==> config.mk <==
export PLATFORM = sky130hd
export DESIGN_NAME = freq_meter_mc
export DESIGN_NICKNAME = d
export VERILOG_FILES = /design/src/rtl/freq_meter_mc.sv
export SDC_FILE = /design/constraint.sdc
export NUM_CORES = 1
export LEC_CHECK = 0
export CORE_MARGIN = 3
export CORE_UTILIZATION = 45
export DETAILED_ROUTE_END_ITERATION = 8
export PLACE_DENSITY = 0.66
export SLEW_MARGIN = 20
export SYNTH_ARGS = -nofsm -noshare
export SYNTH_HDL_FRONTEND = slang
export SYNTH_SLANG_ARGS = --single-unit
export TNS_END_PERCENT = 1
==> constraint.sdc <==
create_clock -name clk -period 4.8 [get_ports clk]
set_clock_uncertainty 0.2 [all_clocks]
set_input_delay 0.96 -clock clk [delete_from_list [all_inputs] [get_ports clk]]
set_output_delay 0.96 -clock clk [all_outputs]
set_load 0.02 [all_outputs]
==> src/rtl/freq_meter_mc.sv <==
// Multi-channel frequency/period meter: measures clk cycles spanned by N
// signal periods on one selected asynchronous input, with timeout and abort.
module freq_meter_mc #(
  parameter int NUM_CH = 8,
  parameter int CH_W   = 3,
  parameter int CNT_W  = 8,
  parameter int TO_W   = 8,
  parameter int DATA_W = 32
) (
  input  logic              clk,
  input  logic              rst_n,
  input  logic              start,
  input  logic              abort,
  input  logic [CH_W-1:0]   i_ch,
  input  logic [1:0]        i_mode,
  input  logic [CNT_W-1:0]  i_cnt,
  input  logic [TO_W-1:0]   i_timeout,
  input  logic [NUM_CH-1:0] i_io,
  output logic [DATA_W-1:0] o_freq,
  output logic [CNT_W-1:0]  o_cnt,
  output logic [1:0]        o_err,
  output logic              o_busy,
  output logic              done
);

  localparam logic [1:0] S_IDLE  = 2'd0;
  localparam logic [1:0] S_ARM   = 2'd1;
  localparam logic [1:0] S_COUNT = 2'd2;
  localparam logic [1:0] S_DONE  = 2'd3;

  localparam logic [1:0] E_OK      = 2'b00;
  localparam logic [1:0] E_TIMEOUT = 2'b01;
  localparam logic [1:0] E_ABORT   = 2'b10;
  localparam logic [1:0] E_BADCH   = 2'b11;

  localparam logic [1:0] M_FALL = 2'b01;
  localparam logic [1:0] M_BOTH = 2'b10;

  localparam logic [CH_W:0] CH_LIMIT = (CH_W+1)'(NUM_CH);

  logic [1:0]        state;
  logic [CH_W-1:0]   ch_q;
  logic [1:0]        mode_q;
  logic [CNT_W-1:0]  cnt_q;
  logic [TO_W-1:0]   to_q;
  logic              bad_q;
  logic [DATA_W-1:0] elapsed;
  logic [CNT_W-1:0]  edge_cnt;

  logic [NUM_CH-1:0] sync1;
  logic [NUM_CH-1:0] sync2;
  logic              prev;
  logic              sel_bit;
  logic              new_bit;
  logic              edge_hit;
  logic              bad_ch;
  logic              timeout;
  logic [DATA_W-1:0] elapsed_inc;
  logic [CNT_W-1:0]  edge_next;
  logic              last_edge;

  logic              fin;
  logic [1:0]        fin_err;
  logic [DATA_W-1:0] fin_freq;
  logic [CNT_W-1:0]  fin_cnt;
  logic              go_count;
  logic              count_edge;

  // Synchronisers run continuously so a newly selected channel is already settled.
  always_ff @(posedge clk or negedge rst_n) begin
    if (!rst_n) begin
      sync1 <= '0;
      sync2 <= '0;
    end else begin
      sync1 <= i_io;
      sync2 <= sync1;
    end
  end

  always_comb begin
    sel_bit = 1'b0;
    new_bit = 1'b0;
    for (int k = 0; k < NUM_CH; k++) begin
      if (ch_q == CH_W'(k)) sel_bit = sync2[k];
      if (i_ch == CH_W'(k)) new_bit = sync2[k];
    end
  end

  // prev follows the channel about to be observed, so a switch never looks like an edge.
  always_ff @(posedge clk or negedge rst_n) begin
    if (!rst_n) begin
      prev <= 1'b0;
    end else if (start) begin
      prev <= new_bit;
    end else begin
      prev <= sel_bit;
    end
  end

  always_comb begin
    case (mode_q)
      M_FALL:  edge_hit = ~sel_bit & prev;
      M_BOTH:  edge_hit = sel_bit ^ prev;
      default: edge_hit = sel_bit & ~prev;
    endcase
  end

  assign bad_ch      = {1'b0, i_ch} >= CH_LIMIT;
  assign elapsed_inc = (&elapsed) ? elapsed : elapsed + DATA_W'(1);
  assign timeout     = (elapsed[DATA_W-1 -: TO_W] > to_q) || (&elapsed);
  assign edge_next   = edge_cnt + CNT_W'(1);
  assign last_edge   = (edge_next == cnt_q);

  // Completion beats timeout; abort beats both.
  always_comb begin
    fin        = 1'b0;
    fin_err    = E_OK;
    fin_freq   = elapsed;
    fin_cnt    = edge_cnt;
    go_count   = 1'b0;
    count_edge = 1'b0;
    case (state)
      S_ARM: begin
        if (bad_q) begin
          fin      = 1'b1;
          fin_err  = E_BADCH;
          fin_freq = '0;
          fin_cnt  = '0;
        end else if (abort) begin
          fin     = 1'b1;
          fin_err = E_ABORT;
        end else if (edge_hit) begin
          if (cnt_q == '0) begin
            fin      = 1'b1;
            fin_freq = '0;
            fin_cnt  = '0;
          end else begin
            go_count = 1'b1;
          end
        end else if (timeout) begin
          fin     = 1'b1;
          fin_err = E_TIMEOUT;
        end
      end
      S_COUNT: begin
        if (abort) begin
          fin     = 1'b1;
          fin_err = E_ABORT;
        end else if (edge_hit && last_edge) begin
          fin      = 1'b1;
          fin_freq = elapsed_inc;
          fin_cnt  = cnt_q;
        end else if (timeout) begin
          fin     = 1'b1;
          fin_err = E_TIMEOUT;
        end else if (edge_hit) begin
          count_edge = 1'b1;
        end
      end
      default: ;
    endcase
  end

  always_ff @(posedge clk or negedge rst_n) begin
    if (!rst_n) begin
      state    <= S_IDLE;
      ch_q     <= '0;
      mode_q   <= '0;
      cnt_q    <= '0;
      to_q     <= '0;
      bad_q    <= 1'b0;
      elapsed  <= '0;
      edge_cnt <= '0;
      o_freq   <= '0;
      o_cnt    <= '0;
      o_err    <= E_OK;
      o_busy   <= 1'b0;
      done     <= 1'b0;
    end else if (start) begin
      state    <= S_ARM;
      ch_q     <= i_ch;
      mode_q   <= i_mode;
      cnt_q    <= i_cnt;
      to_q     <= i_timeout;
      bad_q    <= bad_ch;
      elapsed  <= '0;
      edge_cnt <= '0;
      o_freq   <= '0;
      o_cnt    <= '0;
      o_err    <= E_OK;
      o_busy   <= 1'b1;
      done     <= 1'b0;
    end else if (fin) begin
      state  <= S_DONE;
      o_freq <= fin_freq;
      o_cnt  <= fin_cnt;
      o_err  <= fin_err;
      o_busy <= 1'b0;
      done   <= 1'b1;
    end else if (go_count) begin
      state   <= S_COUNT;
      elapsed <= '0;
    end else if (state == S_ARM || state == S_COUNT) begin
      elapsed <= elapsed_inc;
      if (count_edge) edge_cnt <= edge_next;
    end
  end

endmodule

; ---- Word-level counts from Yosys, hierarchy flattened
; Index checks and enable logic that the tools add are counted.
[totals]
ff_bits = 124
out_inout_bits = 44
input_bits = 33
elab_cells = 133
[classes]
eq_ne = 21
n_reduce_logical = 14
mux = 75
add_sub_neg = 2
bitwise_logic = 5
n_lt_le_gt_ge = 1
[op_table]
columns = operator, count
row1 = 2-to-1 mux 32 bit, 12
row2 = 2-to-1 mux 8 bit, 12
row3 = one-hot mux 32 bit (2 select lines), 1
row4 = 2-to-1 mux 1 bit, 38
row5 = "adder 32 x 1 -> 32 bit, second input constant", 1
row6 = AND reduction 32 bit, 1
row7 = "equality test 3 bit, second input constant", 8
row8 = 2-to-1 mux 2 bit, 8
row9 = one-hot mux 8 bit (2 select lines), 1
row10 = "equality test 3 x 2 -> 1 bit, second input constant", 4
row11 = "adder 8 x 1 -> 8 bit, second input constant", 1
row12 = equality test 8 bit, 1
row13 = > comparator 8 bit, 1
row14 = logical NOT 8 bit, 1
row15 = "equality test 3 x 1 -> 1 bit, second input constant", 2
row16 = logical NOT 3 bit, 2
row17 = nonzero test 2 bit, 3
row18 = nonzero test 3 bit, 2
row19 = "equality test 2 x 1 -> 1 bit, second input constant", 2
row20 = "equality test 2 bit, second input constant", 2
row21 = "inequality test 2 bit, second input constant", 2
row22 = one-hot mux 1 bit (2 select lines), 2
row23 = one-hot mux 2 bit (2 select lines), 1
row24 = AND reduction 4 bit, 1
row25 = other kinds (6), 9

; ---- Longest topological paths before layout
; Gate-level depths: netlist of run 1.
[depth]
word_depth = 22
mapped_depth = 13
depth_no_buf = 11

; ---- Least setup slack after synthesis of run 1
; No wires, ideal clock.
[synth_path]
path_kind = reg-to-reg
start = register ch_q[0]
end = register o_freq[13]
t_arrival_ns = 3.449
n_path_buf = 0
setup_ns = 0.094
period_less_slack_ns = 3.743
setup_slack_ns = 1.057
required_time_ns = 4.506
path_stages_with_launch = 11
cell_sequence = dfrtp_1 mux4_2 mux2_2 ha_1 nand2b_1 a31o_2 nor3_1 nand4_1 or4b_2 and3_1 a211oi_1
[synth_via]
elab_chain_cells = 18
word_cells_on_any_way = 35
cone_classes = 7 x eq/ne / 21 x mux / 4 x bitwise / 3 x reduce/logical
[synth_lines]
columns = item, line
row1 = start: declaration, 42  ; logic [CH_W-1:0] ch_q;
row2 = start signal: assignment, 181  ; ch_q <= i_ch;
row3 = logical NOT 3 bit, 84  ; if (ch_q == CH_W'(k)) sel_bit = sync2[k];
row4 = 2-to-1 mux 1 bit (7 in a row), 84
row5 = 2-to-1 mux 1 bit (*), 84
row6 = inverter 1 bit, 102  ; M_FALL: edge_hit = ~sel_bit & prev;
row7 = bitwise AND 1 bit, 102
row8 = one-hot mux 1 bit (2 select lines) (*), 101  ; case (mode_q)
row9 = logical AND 1 bit, 149  ; end else if (edge_hit && last_edge) begin
row10 = 2-to-1 mux 32 bit, 149
row11 = 2-to-1 mux 32 bit, 146  ; if (abort) begin
row12 = one-hot mux 32 bit (2 select lines), 122  ; case (state)
row13 = 2-to-1 mux 32 bit, 193  ; end else if (fin) begin
row14 = 2-to-1 mux 32 bit, 179  ; end else if (start) begin
row15 = end signal: assignment, 195  ; o_freq <= fin_freq;
row16 = end: declaration, 19  ; output logic [DATA_W-1:0] o_freq,
; Mark *: on every way between the ends. The rest lies on a longest branch, timed or not. The select of a mux whose other input is x is not followed.
; A chain may end at the register's enable or synchronous reset.

; ---- Final worst setup path of run 1
; Ends and elaborated chain as after synthesis.

==> results.json, run 1 <==
{
  "seq_area_frac_synth": 0.424,
  "synth_cell_type_count": 69,
  "tightest_slew_ns": 0.986,
  "place_area_mm2": 0.00815,
  "htreeDepth": 4,
  "cts_tree": "built",
  "arrival_ns": 4.29,
  "r2r_slack_ns": 0.63,
  "cp_slowest_cell": "or4b_2",
  "synth-adder-area-share": 0.0274,
  "ys_seq_elements": 124,
  "slew_viol_final": 0,
  "rr_endpoint": "o_freq[13]",
  "crit_chain": "mux4_2 -> mux2_2 -> ha_1 -> nand2b_1 -> a31o_2 -> nor3_1 -> nand4_1 -> buf_4 -> or4b_2 -> and3_1 -> a211oi_1",
  "hpwlAfterDp_mm": 12.8,
  "synthSimpleGateAreaFrac": 0.198,
  "p_per_area_mw_per_mm2": 402,
  "grt-ovfl-total": 0,
  "finalInstanceArea_mm2": 0.00875,
  "insertion_delay_ns": 0.42,
  "crit_buf_inv": 1,
  "core_mm2": 0.0155,
  "synth-async-reset-ratio": 1.00,
  "path_clk_slew_ns": 0.06,
  "drt-wirelength-per-cell_um": 17.5,
  "fin_util": 0.563,
  "syn-cell-area_mm2": 0.00731,
  "synth_top_family_by_area": "compound AO/OA/AOI/OAI gates",
  "nFillCells": 1434,
  "status": "completed",
  "post_cts_buffers": 0,
  "ctsResizeCount": 0,
  "layout_commonest_cell": "dfrtp_1",
  "drtAntennaViolNets": 0,
  "finalWirelength_mm": 18.6,
  "worstHoldStart": "sync1[2]",
  "seqCellArea_mm2": 0.00310,
  "holdBufCountCts": 0,
  "critPathMaxStageDelay_ns": 0.65,
  "path_max_fanout": 31,
  "rsz0062_at_grt": "false",
  "initial_utilization": 0.470,
  "hold_depth": 0,
  "grt.total_usage": 0.215,
  "hold_ws_ns": 0.149,
  "final_nets": 883,
  "drive_above_1_share": 0.110,
  "relSlewSlack": 0.339,
  "reg2regPathDepth": 11,
  "drt_iter0_drc": 475,
  "fmax_ghz": 0.240,
  "final_cell_mix": "124 x dfrtp_1, 75 x nor2_1, 74 x clkdlybuf4s50_1",
  "r2r_start": "ch_q[0]",
  "die_y_um": 133,
  "cp.required_ns": 4.92,
  "final-hold-violation-count": 0,
  "row_count": 45,
  "cts.path.max_buffers": 2,
  "dr.pass1.iters": 5,
  "io_pins": 77,
  "netlist_instances": 802,
  "synth_compound_area_frac": 0.221,
  "fin_ws_ns": 0.633,
  "multi_input_area_mm2": 0.00382,
  "routed_via_density": 6.03,
  "synthToLayoutAreaGrowth_pct": 19.6,
  "ir_worst_vdd_mv": 0.268,
  "port_buffers": 76,
  "place_ws_ns": 0.714,
  "tns_ns": 0,
  "leakage_nw": 3.37,
  "vias": 6381,
  "cts_buffers": 17,
  "ys.warnings.count": 0,
  "n_antenna_cell": 0,
  "synth_nets": 851,
  "remaining_drc_errors": 0,
  "ctsRootBufferMaster": "clkbuf_16",
  "path_delay_family": "simple AND/OR/NAND/NOR gates",
  "synthFlopType": "dfrtp_1",
  "cp-start-kind": "register",
  "p_total_mw": 3.52,
  "maxCapViolCount": 0,
  "hp-class": "reg -> reg",
  "cts_sinks": 124,
  "antenna_found_initial": 0,
  "critPathCaptureType": "register",
  "gp_congestion": 0.856,
  "finalNonFillerCells": 1058,
  "die_width_um": 133,
  "grt_max_degree": 57,
  "synth_enable_flop_cells": 0,
  "synthXorXnorAreaFrac": 0.0199,
  "hold_end": "sync2[2]",
  "grt_pass1_wl_mm": 31.2,
  "synthMuxAreaShare": 0.0536,
  "crit_type": "reg -> reg",
  "layout_min_cycle_time_ns": 4.17,
  "place_inst": 1026,
  "die_area_mm2": 0.0178,
  "finalSetupViolCount": 0,
  "avgSynthCellArea_um2": 9.12,
  "finalCritPeriodShare": 0.868,
  "grt_pass1_vias": 6067
}
-- layer usage --
layer / vias to the layer above / share of wire / GRT usage
met4: 0 / 0.019 / 0.0674
met5: - / 0 / 0
met3: 28 / 0.064 / 0.0506
li1: 3043 / - / -
met2: 223 / 0.47 / 0.333
met1: 3087 / 0.45 / 0.299
-- final cells by class --
type | instances | share of cell area
Clock buffer | 17 | 0.0486
Sequential cell | 124 | 0.355
Timing Repair Buffer | 92 | 0.0998
Clock inverter | 15 | 0.0200
Inverter | 23 | 0.00987
Tap cell | 211 | 0.0302
Multi-Input combinational cell | 576 | 0.437
-- worst max-delay path by stage --
stage          depth (start not counted)  startpoint          to
6_report                              11     ch_q[0]  o_freq[13]
5_1_grt                               11     ch_q[0]  elapsed[3]
4_1_cts                               11     ch_q[0]  o_freq[13]
3_5_place_dp                          11     ch_q[0]  o_freq[13]
3_3_place_gp                          11     ch_q[0]  o_freq[13]
2_1_floorplan                         10     ch_q[0]  o_freq[13]
-- power breakdown --
| group | total [mW] | leakage (nW) | switching [mW] | internal, mW |
|---|---|---|---|---|
| clock | 1.32 | 0.287 | 0.535 | 0.784 |
| sequential | 1.27 | 1.61 | 0.0965 | 1.17 |
| combinational | 0.926 | 1.47 | 0.544 | 0.382 |
| total | 3.52 | 3.37 | 1.18 | 2.34 |
-- sequential cells by signal, indices dropped and copies added (netlist names) --
register	count
to_q	8
mode_q	2
sync1	8
state	2
o_freq	32
cnt_q	8
edge_cnt	8
o_busy	1
sync2	8
o_err	2
ch_q	3
o_cnt	8
prev	1
elapsed	32
done	1
-- synthesized netlist by cell type (12+ instances only) --
| cell type | n | area (um^2) |
|---|---|---|
| a311oi_1 | 20 | 175 |
| a31oi_1 | 12 | 75.1 |
| ha_1 | 16 | 200 |
| o31ai_1 | 22 | 165 |
| nor3_1 | 20 | 100 |
| nor2_1 | 75 | 282 |
| nand2_1 | 60 | 225 |
| inv_1 | 23 | 86.3 |
| a211oi_1 | 22 | 165 |
| dfrtp_1 | 124 | 3100 |
| mux2_2 | 25 | 282 |
| o21ai_0 | 58 | 290 |
| o21a_1 | 12 | 90.1 |
| nand2b_1 | 13 | 81.3 |
| a21oi_1 | 21 | 105 |
| nand3_1 | 27 | 135 |
| buf_2 | 17 | 85.1 |
| nand4_1 | 12 | 75.1 |
| clkbuf_1 | 57 | 214 |
-- cell families (layout without fill, tap and decap cells) --
| logic type | count (synthesis) | count (layout) |
|---|---|---|
| buffers and inverters | 102 | 147 |
| AND/OR/NAND/NOR | 283 | 283 |
| XOR/XNOR | 15 | 15 |
| AO/OA/AOI/OAI | 231 | 231 |
| adder cells (fa/ha/maj) | 16 | 16 |
| multiplexers | 31 | 31 |
| flip-flops | 124 | 124 |
-- worst reg2reg max path: stages (launching register included) --
cell      delay, ns
dfrtp_1        0.42
mux4_2         0.52
mux2_2         0.31
ha_1           0.27
nand2b_1       0.15
a31o_2         0.26
nor3_1         0.37
nand4_1        0.18
buf_4          0.28
or4b_2         0.65
and3_1         0.20
a211oi_1       0.24
Power figures use the tool's default switching activity.
==> run 2: changes to the inputs <==
DONT_BUFFER_PORTS = 1   (was default)
PLACE_DENSITY = default   (was 0.66)
==> run 2 against run 1 <==
  * Global-route usage increased by 0.25 points
  * Clock power about the same
  * Clock-buffer cell count unchanged
  * Maximum frequency increased by 1.1%
  * Critical endpoint unchanged
  * Hold slack got worse by 0.11 ns
  * Largest power group is now sequential cells
  * Flip-flop and latch count unchanged
  * Critical path depth unchanged
==> results.json, run 2 (synthesized netlist as in run 1, its figures left out) <==
{
  "status": "completed",
  "io_pins": 77,
  "p_per_area_mw_per_mm2": 414,
  "crit_path_start": "ch_q[0]",
  "crit_chain": "mux4_2 -> mux2_2 -> ha_1 -> nand2b_1 -> a31o_2 -> nor3_1 -> nand4_1 -> buf_4 -> or4b_2 -> and3_1 -> a211oi_1",
  "finalWirelength_mm": 18.9,
  "path_clk_slew_ns": 0.07,
  "grt_max_degree": 125,
  "insertion_delay_ns": 0.42,
  "crit_type": "reg -> reg",
  "top_regs": "elapsed: 32 flops, o_freq: 32 flops",
  "ctsResizeCount": 0,
  "final_cell_mix": "124 x dfrtp_1, 75 x nor2_1, 60 x nand2_1",
  "reg2regPathDepth": 11,
  "cp.required_ns": 4.94,
  "ctsRootBufferMaster": "clkbuf_16",
  "hp-class": "in -> async",
  "initial_utilization": 0.470,
  "finalSetupViolCount": 0,
  "hold_ws_ns": 0.0340,
  "antenna_found_initial": 0,
  "grt-ovfl-total": 0,
  "final-hold-violation-count": 0,
  "die_y_um": 133,
  "cts_tree": "built",
  "port_buffers": 0,
  "vias": 6065,
  "r2r_slack_ns": 0.68,
  "drtAntennaViolNets": 0,
  "dr.pass1.iters": 5,
  "post_cts_buffers": 0,
  "slew_viol_final": 0,
  "cts.path.max_buffers": 2,
  "cp-start-kind": "register",
  "fmax_ghz": 0.243,
  "crit_buf_inv": 1,
  "ir_worst_vdd_mv": 0.257,
  "arrival_ns": 4.26,
  "die_area_mm2": 0.0178,
  "combPwrFrac": 0.176,
  "p_sw_mw": 1.14,
  "drt_iter0_drc": 452,
  "p_int_mw": 2.18,
  "core_mm2": 0.0155,
  "cts_buffers": 17,
  "grt.total_usage": 0.217,
  "r2r_start": "ch_q[0]",
  "finalCritPeriodShare": 0.859,
  "layout_commonest_cell": "dfrtp_1",
  "row_count": 45,
  "clkPwrFrac": 0.401,
  "crit_cells": 11,
  "tightest_slew_ns": 0.724,
  "critPathCaptureType": "register",
  "maxCapViolCount": 0,
  "rsz0062_at_grt": "false",
  "synthToLayoutAreaGrowth_pct": 9.45,
  "cts_sinks": 124,
  "place_inst": 949,
  "endpoint": "o_freq[13]",
  "leakage_nw": 3.10,
  "hpwlAfterDp_mm": 12.7,
  "netSwitchingFraction": 0.343,
  "htreeDepth": 4,
  "critPathMaxStageDelay_ns": 0.65,
  "path_delay_family": "simple AND/OR/NAND/NOR gates",
  "final_nets": 806,
  "n_antenna_cell": 0,
  "p_total_mw": 3.32,
  "grt_pass1_wl_mm": 30.9,
  "remaining_drc_errors": 0,
  "cp_slowest_cell": "or4b_2",
  "tns_ns": 0,
  "rr_endpoint": "o_freq[13]",
  "gp_congestion": 0.887,
  "p_seq_frac": 0.423,
  "drive_above_1_share": 0.117,
  "drt-wirelength-per-cell_um": 19.3,
  "holdBufCountCts": 0,
  "relSlewSlack": 0.517,
  "layout_min_cycle_time_ns": 4.12,
  "routed_via_density": 6.18,
  "die_width_um": 133,
  "grt_pass1_vias": 5837,
  "fin_util": 0.515,
  "path_max_fanout": 32,
  "finalNonFillerCells": 981
}
-- run 2: changes by cell type in the layout (fill, tap and decap cells not counted), sizes merged --
cell	previous run	this run
clkinv	0	4
clkinvlp	3	0
clkdlybuf4s50	74	0
buf	18	15
inv	33	32
-- run 2: worst min-delay path by stage --
| stage | slack [ns] | cells after the start | to |
|---|---|---|---|
| after floorplan | 0.13 | 0 | sync2[0] |
| after global placement | 0.13 | 0 | sync2[3] |
| after detailed placement | 0.13 | 0 | sync2[3] |
| after CTS | 0.02 | 0 | o_freq[25] |
| after global routing | 0.01 | 0 | o_freq[25] |
| final | 0.03 | 0 | elapsed[25] |
-- run 2: stage by stage --
step	cell area [um^2]	setup slack, ns
floorplan	7310	1.06
global placement	7400	0.789
detailed placement	7400	0.657
CTS	8000	0.649
global route	8000	0.341
finish	8000	0.678
-- run 2: cell type report --
cell class	instances	area, um^2
multi-input cells	576	3820
fillers	1495	7540
flip-flops and latches	124	3100
inverters	23	86.3
repair buffers	15	125
well taps	211	264
clock buffers	17	425
clock inverters	15	178
-- run 2: metal layers --
| metal | part of all wire | up-vias | GRT usage |
|---|---|---|---|
| li1 | - | 2887 | - |
| met1 | 0.45 | 2986 | 0.291 |
| met2 | 0.48 | 174 | 0.353 |
| met3 | 0.063 | 18 | 0.0548 |
| met4 | 0.012 | 0 | 0.0571 |
| met5 | 0 | - | 0 |
-- run 2: power groups by stage --
stage	sequential (mW)	combinational (mW)	clock, mW
2_1_floorplan	1.38	0.455	0
3_3_place_gp	1.42	0.565	0
3_5_place_dp	1.43	0.580	0
4_1_cts	1.41	0.583	1.35
5_1_grt	1.42	0.649	1.40
6_report	1.40	0.583	1.33
